<file path="config.mk">
export PLATFORM = sky130hd
export DESIGN_NAME = imem_loader_flat
export DESIGN_NICKNAME = d
export VERILOG_FILES = /design/src/rtl/imem_loader_if.sv /design/src/rtl/imem_loader.sv /design/src/flat_wrapper.sv
export SDC_FILE = /design/constraint.sdc
export NUM_CORES = 1
export LEC_CHECK = 0
export ABC_CLOCK_PERIOD_IN_PS = 4000
export CORE_ASPECT_RATIO = 0.6
export CORE_UTILIZATION = 50
export CTS_BUF_LIST = sky130_fd_sc_hd__clkbuf_8 sky130_fd_sc_hd__clkbuf_16
export DETAILED_ROUTE_END_ITERATION = 12
export DONT_BUFFER_PORTS = 1
export HOLD_SLACK_MARGIN = 0.1
export PLACE_DENSITY = 0.62
export SLEW_MARGIN = 5
export SYNTH_ARGS = -nofsm -noshare
export SYNTH_HDL_FRONTEND = slang
export SYNTH_SLANG_ARGS = --single-unit
</file>
<file path="constraint.sdc">
create_clock -name clk -period 4 [get_ports clk]
set_clock_uncertainty 0.2 [all_clocks]
set_input_delay 0.6 -clock clk [delete_from_list [all_inputs] [get_ports clk]]
set_output_delay 0.6 -clock clk [all_outputs]
set_load 0.02 [all_outputs]
</file>
<file path="src/rtl/imem_loader_if.sv">
// Byte-stream input and instruction-RAM write port of the boot loader.
// master = loader side, slave = byte source / RAM side.
interface imem_loader_if;
   logic [7:0]  rx_data;
   logic        rx_valid;
   logic        rx_ready;
   logic        mem_we;
   logic [31:0] mem_addr;
   logic [31:0] mem_wdata;

   modport master (
      input  rx_data,
      input  rx_valid,
      output rx_ready,
      output mem_we,
      output mem_addr,
      output mem_wdata
   );

   modport slave (
      output rx_data,
      output rx_valid,
      input  rx_ready,
      input  mem_we,
      input  mem_addr,
      input  mem_wdata
   );
endinterface

</file>
<file path="src/rtl/imem_loader.sv">
// Boot loader: 16-bit word count then little-endian words written to IMEM from address 0; core held in reset until done.
// Define IMEM_LOADER_CSUM_EN to require a trailing 8-bit sum-of-data-bytes checksum.
module imem_loader #(
   parameter int unsigned MAX_WORDS = 1024
) (
   input  logic          clk,
   input  logic          rst,
   input  logic          start,
   imem_loader_if.master bus,
   output logic          core_rst,
   output logic          busy,
   output logic          done,
   output logic          error,
   output logic [15:0]   word_cnt
);
   typedef enum logic [2:0] {
      ST_IDLE,
      ST_LEN_LO,
      ST_LEN_HI,
      ST_DATA,
`ifdef IMEM_LOADER_CSUM_EN
      ST_CSUM,
`else
      ST_FLUSH,
`endif
      ST_DONE,
      ST_ERR
   } state_t;

`ifdef IMEM_LOADER_CSUM_EN
   localparam state_t ST_TAIL  = ST_CSUM;
   localparam state_t ST_EMPTY = ST_CSUM;
`else
   localparam state_t ST_TAIL  = ST_FLUSH;
   localparam state_t ST_EMPTY = ST_DONE;
`endif

   state_t        state_q, state_d;
   logic          rx_ready_q, rdy_d;
   logic          busy_q, busy_d;
   logic          mem_we_q;
   logic [31:0]   mem_addr_q;
   logic [31:0]   mem_wdata_q;
   logic          core_rst_q;
   logic          done_q;
   logic          error_q;
   logic [15:0]   word_cnt_q;
   logic [7:0]    len_lo_q;
   logic [15:0]   len_q;
   logic [1:0]    byte_idx_q;
   logic [23:0]   asm_q;
`ifdef IMEM_LOADER_CSUM_EN
   logic [7:0]    sum_q;
`endif

   logic          xfer;
   logic          restart;
   logic [15:0]   len_in;
   logic          last_byte;
   logic          last_word;

   assign xfer      = bus.rx_valid & rx_ready_q;
   assign restart   = start & ((state_q == ST_IDLE) | (state_q == ST_DONE) | (state_q == ST_ERR));
   assign len_in    = {bus.rx_data, len_lo_q};
   assign last_byte = (byte_idx_q == 2'd3);
   // word_cnt_q still indexes the word being completed when its last byte arrives
   assign last_word = (word_cnt_q == (len_q - 16'd1));

   always_comb begin
      state_d = state_q;
      unique case (state_q)
         ST_IDLE: begin
            if (start) state_d = ST_LEN_LO;
         end
         ST_LEN_LO: begin
            if (xfer) state_d = ST_LEN_HI;
         end
         ST_LEN_HI: begin
            if (xfer) begin
               if (32'(len_in) > MAX_WORDS) state_d = ST_ERR;
               else if (len_in == 16'd0)    state_d = ST_EMPTY;
               else                         state_d = ST_DATA;
            end
         end
         ST_DATA: begin
            if (xfer && last_byte && last_word) state_d = ST_TAIL;
         end
`ifdef IMEM_LOADER_CSUM_EN
         ST_CSUM: begin
            if (xfer) state_d = (bus.rx_data == sum_q) ? ST_DONE : ST_ERR;
         end
`else
         ST_FLUSH: begin
            state_d = ST_DONE;
         end
`endif
         ST_DONE, ST_ERR: begin
            if (start) state_d = ST_LEN_LO;
         end
         default: state_d = ST_IDLE;
      endcase
   end

   always_comb begin
      rdy_d  = (state_d == ST_LEN_LO) || (state_d == ST_LEN_HI) || (state_d == ST_DATA);
      busy_d = rdy_d;
`ifdef IMEM_LOADER_CSUM_EN
      rdy_d  = rdy_d  || (state_d == ST_CSUM);
      busy_d = busy_d || (state_d == ST_CSUM);
`else
      busy_d = busy_d || (state_d == ST_FLUSH);
`endif
   end

   always_ff @(posedge clk) begin
      if (rst) begin
         state_q     <= ST_IDLE;
         rx_ready_q  <= 1'b0;
         busy_q      <= 1'b0;
         mem_we_q    <= 1'b0;
         mem_addr_q  <= 32'd0;
         mem_wdata_q <= 32'd0;
         core_rst_q  <= 1'b1;
         done_q      <= 1'b0;
         error_q     <= 1'b0;
         word_cnt_q  <= 16'd0;
         len_lo_q    <= 8'd0;
         len_q       <= 16'd0;
         byte_idx_q  <= 2'd0;
         asm_q       <= 24'd0;
`ifdef IMEM_LOADER_CSUM_EN
         sum_q       <= 8'd0;
`endif
      end else begin
         state_q    <= state_d;
         rx_ready_q <= rdy_d;
         busy_q     <= busy_d;
         done_q     <= (state_d == ST_DONE);
         error_q    <= (state_d == ST_ERR);
         core_rst_q <= (state_d != ST_DONE);
         mem_we_q   <= 1'b0;

         if (restart) begin
            word_cnt_q <= 16'd0;
            byte_idx_q <= 2'd0;
`ifdef IMEM_LOADER_CSUM_EN
            sum_q      <= 8'd0;
`endif
         end

         if (xfer) begin
            unique case (state_q)
               ST_LEN_LO: len_lo_q <= bus.rx_data;
               ST_LEN_HI: len_q    <= len_in;
               ST_DATA: begin
                  byte_idx_q <= byte_idx_q + 2'd1;
`ifdef IMEM_LOADER_CSUM_EN
                  sum_q      <= sum_q + bus.rx_data;
`endif
                  unique case (byte_idx_q)
                     2'd0: asm_q[7:0]   <= bus.rx_data;
                     2'd1: asm_q[15:8]  <= bus.rx_data;
                     2'd2: asm_q[23:16] <= bus.rx_data;
                     default: begin
                        mem_we_q    <= 1'b1;
                        mem_addr_q  <= {14'd0, word_cnt_q, 2'b00};
                        mem_wdata_q <= {bus.rx_data, asm_q};
                        word_cnt_q  <= word_cnt_q + 16'd1;
                     end
                  endcase
               end
               default: ;
            endcase
         end
      end
   end

   assign bus.rx_ready  = rx_ready_q;
   assign bus.mem_we    = mem_we_q;
   assign bus.mem_addr  = mem_addr_q;
   assign bus.mem_wdata = mem_wdata_q;
   assign core_rst      = core_rst_q;
   assign busy          = busy_q;
   assign done          = done_q;
   assign error         = error_q;
   assign word_cnt      = word_cnt_q;

endmodule

</file>
<file path="src/flat_wrapper.sv">
// flat-port wrapper written by rule: the top's interface ports become plain ports
module imem_loader_flat 
#(
   parameter int unsigned MAX_WORDS = 1024
)
  (clk, rst, start, core_rst, busy, done, error, word_cnt, bus_rx_data, bus_rx_valid, bus_rx_ready, bus_mem_we, bus_mem_addr, bus_mem_wdata);
  imem_loader_if bus_i ();
  input  logic clk;
  input  logic rst;
  input  logic start;
  output logic core_rst;
  output logic busy;
  output logic done;
  output logic error;
  output logic [15:0] word_cnt;
  input wire logic [$bits(bus_i.rx_data)-1:0] bus_rx_data;
  input wire logic [$bits(bus_i.rx_valid)-1:0] bus_rx_valid;
  output wire logic [$bits(bus_i.rx_ready)-1:0] bus_rx_ready;
  output wire logic [$bits(bus_i.mem_we)-1:0] bus_mem_we;
  output wire logic [$bits(bus_i.mem_addr)-1:0] bus_mem_addr;
  output wire logic [$bits(bus_i.mem_wdata)-1:0] bus_mem_wdata;
  assign bus_i.rx_data = bus_rx_data;
  assign bus_i.rx_valid = bus_rx_valid;
  assign bus_rx_ready = bus_i.rx_ready;
  assign bus_mem_we = bus_i.mem_we;
  assign bus_mem_addr = bus_i.mem_addr;
  assign bus_mem_wdata = bus_i.mem_wdata;
  imem_loader #(.MAX_WORDS(MAX_WORDS)) u_core (.clk(clk), .rst(rst), .start(start), .bus(bus_i), .core_rst(core_rst), .busy(busy), .done(done), .error(error), .word_cnt(word_cnt));
endmodule
</file>
[Word-level counts from Yosys, hierarchy flattened]
Index checks and enable logic that the tools add are counted.
Storage, ports and cells
  bits in registers: 123
  input bits: 12
  output and inout port bits: 86
  logic and storage cells: 76
Operators by class
  add/sub/neg operators: 3
  magnitude comparators: 1
  eq/ne operators: 17
  mux-type cells: 15
  bitwise logic cells: 7
  reductions and logical operators: 17
Operators by type and width (count)
  16-bit 2-to-1 mux: 4
  3-bit == test (second input constant): 6
  3-bit 2-to-1 mux: 6
  16-bit by 1-bit adder with 16-bit output (second input constant): 1
  16-bit == test: 1
  16-bit by 11-bit > comparator with 1-bit output (second input constant): 1
  16-bit logical NOT: 1
  16-bit by 1-bit subtractor with 16-bit output (second input constant): 1
  3-bit case mux with 5 select lines: 1
  3-bit by 2-bit == test with 1-bit output (second input constant): 4
  3-bit AND reduction: 4
  3-bit OR reduction: 3
  3-bit by 1-bit == test with 1-bit output (second input constant): 2
  2-bit 2-to-1 mux: 3
  2-bit == test (second input constant): 2
  2-bit AND reduction: 2
  3-bit logical NOT: 1
  1-bit logical OR: 3
  3-bit inequality test (second input constant): 1
  1-bit NOT: 3
  2-bit by 1-bit adder with 2-bit output (second input constant): 1
  1-bit AND: 2
  2-bit by 1-bit == test with 1-bit output (second input constant): 1
  1-bit logical AND: 2
  3 further kinds: 4

[Longest topological paths before layout]
Gate-level depths: netlist of run 1.
  depth after elaboration: 9
  depth in mapped cells: 9
  mapped depth without buffers: 8

[Least setup slack after synthesis of run 1]
OpenSTA, ideal clock, no wires.
  path kind: reg2reg
  start: register u_core.len_q[0]
  end: register u_core.rx_ready_q (netlist: u_core.bus.rx_ready)
  setup time: 0.133 ns
  arrival time: 2.228 ns
  data required time: 3.667 ns
  setup slack: 1.438 ns
  cell stages (with the launch flop): 10
  buffers on the path: 1
  period minus slack after synthesis: 2.562 ns
  cell sequence: dfxtp_1 -> inv_1 -> ha_1 -> or4b_1 -> buf_2 -> nor4_1 -> mux2i_1 -> o21ai_0 -> a221oi_2 -> a31oi_1
On the way
  word-level cells in the longest chain between the ends: 8
  elaborated cells on any way between the ends: 10
  those cells by class: add/sub (1); eq/ne (4); mux (2); reduce/logical (3)
Ends and longest elaborated chain
  start: declaration: RTL line imem_loader.sv:49  | logic [15:0] len_q;
  start signal: assignment: RTL line imem_loader.sv:154  | ST_LEN_HI: len_q <= len_in;
  16-bit by 1-bit subtractor with 16-bit output *: RTL line imem_loader.sv:67  | assign last_word = (word_cnt_q == (len_q - 16'd1));
  16-bit == test *: RTL line imem_loader.sv:67
  1-bit logical AND *: RTL line imem_loader.sv:86  | if (xfer && last_byte && last_word) state_d = ST_TAIL;
  3-bit 2-to-1 mux *: RTL line imem_loader.sv:86
  3-bit case mux with 5 select lines *: RTL line imem_loader.sv:71  | unique case (state_q)
  3-bit by 1-bit == test with 1-bit output / 3-bit by 2-bit == test with 1-bit output (equally long branches): RTL line imem_loader.sv:105  | rdy_d = (state_d == ST_LEN_LO) || (state_d == ST_LEN_HI) || (state_d == ST_DATA);
  1-bit logical OR: RTL line imem_loader.sv:105
  1-bit logical OR *: RTL line imem_loader.sv:105
  end signal: assignment: RTL line imem_loader.sv:136  | rx_ready_q <= rdy_d;
  end: declaration: RTL line imem_loader.sv:39  | logic rx_ready_q, rdy_d;
Every way passes the cells marked *; elsewhere a longest branch is shown, timed or not.
A chain may end at the register's enable or synchronous reset.

[Final worst setup path of run 1]
Ends and elaborated chain as after synthesis.

==> results.md, run 1 <==
- Final setup fails: 0
- Antenna diode instance count: 0
- Synth top area share: 44.4%
- Max Slew Vio Count: 0
- Yosys top cell by area: dfxtp_1
- Worst-Margin Slew: 0.732 ns
- Routability cong.: ~0.87
- All-Layer GR Usage: a little over a quarter
- Final Non-Filler Cells: slightly above 800
- First-pass GRT wire length: 23200 um
- Tmin final: 2.97 ns
- Min-delay worst type: in2reg
- Via count: 4709
- Critical Path AT: 3.03 ns
- Status: complete, no violations
- Main synth FF type: dfxtp_1
- Core ar.: 0.0107 mm2
- # DRC: 0
- Via density per instance: around 5.7
- Syn avg cell area: just over 8 um2
- Crit path max-delay cell type: or4b_1
- Top cells by area, synth: dfxtp_1 44%, nand2_1 9.8%, a21oi_1 7.5%
- Crit Path Max Fanout: 8
- Vias in the first global route: roughly 4400
- F_max: 0.337 GHz
- Pwr Density: 482 mW/mm2
- RSZ-0062 raised after global routing: false
- Placed cells: 785
- Clock slew at reported path FFs: around 0.060 ns
- Worst reg2reg path depth: 8
- CP endpoint kind: register
- CTS tree: yes
- CTS Buf Count: 17
- Port Buffers: 0
- Resize count post-CTS: 0
- Hold Path Depth: 2
- Yosys warnings: 0
- Commonest non-fill, non-tap cells in the layout: 145 x nand2_1, 123 x dfxtp_1, 83 x a21oi_1
- Crit path cell chain: inv_1 -> ha_1 -> or4b_1 -> nor4_1 -> mux2i_1 -> o21ai_0 -> a221oi_2 -> a31oi_1
- Clk_lat worst skew: approximately 0.42 ns
- CP Buf/Inv Count: 1
- Synth unique cells: 54
- Pin count of the biggest net entering global routing: 109
- Share of layout cells above drive strength 1: 8.53%
- Num ports: 98
- Initial drt markers: 301
- Root Buffer: clkbuf_16
- Worst path depth: 8
- Max rail drop VDD: slightly below 0.0004 V
- CTS H-tree lvls: 4
- Max Root-Sink Buffers: 2
- Nets: between 600 and 700
- Post-DRT Antenna Nets: 0
- R2R Setup Slk: 1.03 ns
- DP Area: 0.00552 mm2
- P_leak: ~2.2 nW
- Setup slack after layout: slightly above 1 ns
- Final hold vios: 0
- Initial antenna violation count: 0
- Pwr Total: 2.98 mW
- Worst Path Required: between 4 and 5 ns
- Layout area overhead: 11.6%
- Die Y: 83.6 um
- Seq/Total Area, Yosys: approximately 44%
- Die ar.: about 0.012 mm2
- Max incr delay on CP: 0.62 ns
- Non-Filler Cell Area, Final: just over 0.006 mm2
- WS Path Type: reg2reg
- Detailed-route wire length: 14700 um
- #FFs+latches synth: 123
- Most common cell after layout, fill and taps aside: nand2_1
- Post-synth EDFFs: 0
- Final worst-path cycle share: 74.2%
- Starting density of the core: 52.0%
- Critical path's top delay family: simple AND/OR/NAND/NOR gates
- Final core utilization: 58.0%
- DR WL/cell: between 15 and 20 um
- First-pass DRT Iterations: 5
- Gr ovfl total: 0
- Asr flop ratio synth: 0%
- Die width: about 140 um
- Hpwl dp: approximately 9900 um
- Max cap viols: 0
- Relative slew slack: 51.0%
- Pre-CTS setup slack: 1.09 ns
- Mapped cell area: 0.00554 mm2
- Cells after synthesis: 688
- Clk sinks: 123
- Setup TNS: 0 ns
- Hold WS: 0.115 ns
- Worst Setup Start Kind: register
- Row cnt: 29
## layer usage
metal / global-route usage, % / part of all wire (%) / up-vias
li1: - / - / 2269
met1: 38.8 / 49 / 2227
met2: 36.7 / 41 / 195
met3: 8.01 / 8.7 / 18
met4: 8.79 / 1.0 / 0
met5: 0.463 / 0 / -
## power by group
part           total, mW  internal [mW]  switching [mW]  leakage, nW
Combinational     0.0926         0.0269          0.0658        0.901
Sequential          1.25           1.23          0.0132        0.991
Clock               1.64           1.01           0.636        0.305
## what timing repair did
action / in CTS / in global routing
setup buffers: 0 / 0
setup endpoints to repair: 0 / 0
hold endpoints to repair: 108 / 0
hold buffers: 2 / 0
## sequential cells by signal, summed over array words and instances (netlist names), 2 cells and up
register,count
u_core.asm_q,24
u_core.state_q,3
u_core.len_lo_q,8
u_core.bus.mem_wdata,32
u_core.byte_idx_q,2
u_core.bus.mem_addr,16
u_core.word_cnt,16
u_core.len_q,16
## Yosys cell counts, types with 5 or more instances
cell type	number
nand3_1	41
buf_4	17
o21ai_0	10
nor2_1	54
a31oi_1	5
xor2_1	14
and2_1	5
buf_1	8
inv_1	13
or2_2	5
ha_1	7
xnor2_1	11
nand4_1	9
a21oi_1	83
nand2b_1	6
clkbuf_1	37
mux2i_1	25
nor3_1	11
dfxtp_1	123
nand2_1	145
or3_1	5
nor4_1	5
## area by class of cell
cell class                 instances  area, um2
fill                             996       4480
clock buffer                      17        425
timing repair buffer               9       90.1
clock inverter                    15        204
tap                              139        174
sequential                       123       2460
multi-input combinational        503       2780
inverter                          13       48.8
## worst paths after layout
path | startpoint | endpoint
worst max-delay path | u_core.len_q[0] | u_core.bus.rx_ready
worst min-delay path | bus_rx_data[6] | u_core.bus.mem_wdata[30]
worst max register to register | u_core.len_q[0] | u_core.bus.rx_ready
worst min register to register | u_core.asm_q[18] | u_core.bus.mem_wdata[18]
## worst reg2reg max path, cell delays in order (launching register included)
cell      delay, ns
dfxtp_1        0.35
inv_1          0.07
ha_1           0.23
or4b_1         0.62
nor4_1         0.38
mux2i_1        0.23
o21ai_0        0.12
a221oi_2       0.40
a31oi_1        0.21
## kinds of logic after synthesis
| logic type | after synthesis | synth area share, % |
|---|---|---|
| other | 1 | 0.0676 |
| buffers and inverters | 77 | 6.52 |
| AO/OA/AOI/OAI | 124 | 13.3 |
| flip-flops | 123 | 44.4 |
| multiplexers | 26 | 4.72 |
| XOR/XNOR | 26 | 4.36 |
| AND/OR/NAND/NOR | 304 | 25.1 |
| adder cells (fa/ha/maj) | 7 | 1.58 |
Power figures use the tool's default switching activity.
==> run 2: changes to the inputs <==
ABC_CLOCK_PERIOD_IN_PS = 2700   (was 4000)
PLACE_DENSITY = 0.65   (was 0.62)
clock period = 2.7 ns   (was 4 ns; I/O delays follow)
==> run 2 against run 1 <==
  * Global-route usage is 0.50 points higher
  * Power rose by 47%
  * Combinational power rose by 95%
  * Final cell count is 4.5% higher
  * Largest cell class unchanged
  * Worst hold slack improved by 0.082 ns
  * Utilization rose by 3.2 points
  * Wire length increased by 3.2%
  * Sequential share of layout area fell by 2.1 points
  * Largest power group unchanged
==> results.md, run 2 (synthesized netlist as in run 1, its figures left out) <==
- Placed cells: 813 (+3.6%)
- Max rail drop VDD: 0.000512 V (+32%)
- Via density per instance: 5.70 (-0.95%)
- Worst Setup Start Kind: register
- Layout area overhead: 17.8%
- Num ports: 98 (unchanged)
- Max Slew Vio Count: 0 (unchanged)
- Hold Path Depth: 2 (unchanged)
- R2R Setup Slk: 0.09 ns (-0.94 ns)
- R2r endpoint: u_core.bus.rx_ready
- Status: complete, no violations
- First-pass DRT Iterations: 5 (unchanged)
- Total area of sequential cells: 0.00246 mm2 (unchanged)
- Nets: 724 (+5.5%)
- RR Startpoint: u_core.len_q[1]
- Clk_lat worst skew: 0.42 ns (about the same)
- Die width: 138 um (unchanged)
- Port Buffers: 0 (unchanged)
- Vias in the first global route: 4456 (+2.3%)
- Final Non-Filler Cells: 856 (+4.5%)
- Worst Setup SP: u_core.len_q[1]
- Commonest non-fill, non-tap cells in the layout: 145 x nand2_1, 123 x dfxtp_1, 83 x a21oi_1
- Post-DRT Antenna Nets: 0 (unchanged)
- Worst-Margin Slew: 0.598 ns (-0.134 ns)
- Worst Path Required: 2.78 ns (-1.28 ns)
- Non-Filler Cell Area, Final: 0.00653 mm2 (+5.5%)
- DR WL/cell: 17.7 um (-1.3%)
- Pwr Density: 670 mW/mm2 (+39%)
- Hpwl dp: 10300 um (+4.3%)
- Die Y: 83.6 um (unchanged)
- Pin count of the biggest net entering global routing: 113 (+3.7%)
- Die ar.: 0.0115 mm2 (unchanged)
- Crit path to: u_core.bus.rx_ready
- Initial antenna violation count: 0 (unchanged)
- All-Layer GR Usage: 27.1% (+0.50 points)
- Via count: 4875 (+3.5%)
- WS Path Type: reg2reg
- Final worst-path cycle share: 96.5% (+22 points)
- Final hold vios: 0 (unchanged)
- Relative slew slack: 59.7% (+8.7 points)
- Detailed-route wire length: 15100 um (+3.2%)
- Root Buffer: clkbuf_16
- Most common cell after layout, fill and taps aside: nand2_1
- First-pass GRT wire length: 23400 um (+1.1%)
- CTS Buf Count: 17 (unchanged)
- CP endpoint kind: register
- Fill count: 968 (-2.8%)
- DP Area: 0.00574 mm2 (+4.0%)
- # DRC: 0 (unchanged)
- Row cnt: 29 (unchanged)
- Gr ovfl total: 0 (unchanged)
- Crit Path Max Fanout: 8 (unchanged)
- Routability cong.: 0.921 (+6.1%)
- Hold Startpoint: rst
- Share of layout cells above drive strength 1: 12.4% (+3.9 points)
- Critical Path AT: 2.69 ns (-0.34 ns)
- Starting density of the core: 52.0% (unchanged)
- Max cap viols: 0 (unchanged)
- Max Root-Sink Buffers: 2 (unchanged)
- F_max: 0.384 GHz (+14%)
- P_leak: 2.45 nW (+12%)
- Tmin final: 2.61 ns (-0.362 ns)
- CTS tree: yes
- CTS H-tree lvls: 4 (unchanged)
- Initial drt markers: 434 (+44%)
- Largest register FFs: 32 (unchanged)
- Clock slew at reported path FFs: 0.05 ns (about the same)
- Multi-input logic area: 0.00283 mm2 (+1.5%)
- Worst reg2reg path depth: 8 (unchanged)
- Min-delay worst type: in2reg
- Clk sinks: 123 (unchanged)
- Core ar.: 0.0107 mm2 (unchanged)
- Final setup fails: 0 (unchanged)
- Antenna diode instance count: 0 (unchanged)
-- run 2: area by class of cell --
cell class / instances / area share [%]
Sequential cell: 123 / 37.7
Clock inverter: 11 / 2.22
Tap cell: 139 / 2.66
Multi-Input combinational cell: 503 / 43.3
Timing Repair Buffer: 47 / 6.25
Clock buffer: 20 / 7.15
Inverter: 13 / 0.747
-- run 2: where the power goes --
| group | leakage (nW) | switching, mW | internal [mW] | total (mW) |
|---|---|---|---|---|
| Clock | 0.299 | 0.839 | 1.52 | 2.35 |
| Combinational | 1.16 | 0.129 | 0.0527 | 0.181 |
| Sequential | 0.991 | 0.0130 | 1.83 | 1.84 |
| Total | 2.45 | 0.980 | 3.40 | 4.38 |
-- run 2: per-layer routing --
| metal | vias up | track usage, % | share of wire [%] | wire (um) |
|---|---|---|---|---|
| met1 | 2313 | 40.6 | 50 | 7530 |
| met3 | 17 | 7.47 | 8.8 | 1330 |
| met4 | 0 | 10.4 | 1.1 | 165 |
| met5 | - | 0 | 0 | 0 |
| li1 | 2354 | - | - | - |
| met2 | 191 | 36.1 | 40 | 6110 |
-- run 2: timing repair --
action / CTS / global route
hold buffers: 10 / 0
buffers inserted: 0 / 2
hold endpoints to repair: 116 / 0
resized for setup: 1 / 6
setup endpoints to repair: 4 / 4
pin swaps: 0 / 5
-- run 2: worst min-delay path by stage --
stage          slack (ns)                  endpoint
2_1_floorplan        0.23   u_core.bus.mem_wdata[0]
3_3_place_gp         0.24  u_core.bus.mem_wdata[20]
3_5_place_dp         0.24   u_core.bus.mem_wdata[9]
4_1_cts              0.20        u_core.word_cnt[6]
5_1_grt              0.21        u_core.word_cnt[6]
6_report             0.20          u_core.len_q[13]
-- run 2: per-stage QoR --
step | power (mW) | setup TNS (ns) | utilization, % | worst slack, ns | hold WS (ns)
6_report | 4.38 | 0 | 61.2 | 0.0933 | 0.197
5_1_grt | 4.49 | -0.0149 | 61.2 | -0.0130 | 0.213
4_1_cts | 4.39 | 0 | 60.7 | 0.0175 | 0.204
3_5_place_dp | 2.00 | -0.182 | 53.8 | -0.0624 | 0.240
3_3_place_gp | 1.99 | 0 | 53.8 | 0.0407 | 0.239
2_1_floorplan | 2.01 | 0 | - | 0.138 | 0.232
-- run 2: worst max-delay path, stage by stage (launching register included) --
cell and delay [ns]:
dfxtp_1 0.34, inv_1 0.07, ha_1 0.17, or4b_4 0.56
nor4_4 0.32, mux2i_1 0.22, o21ai_1 0.12, a221oi_4 0.33
a31oi_1 0.14
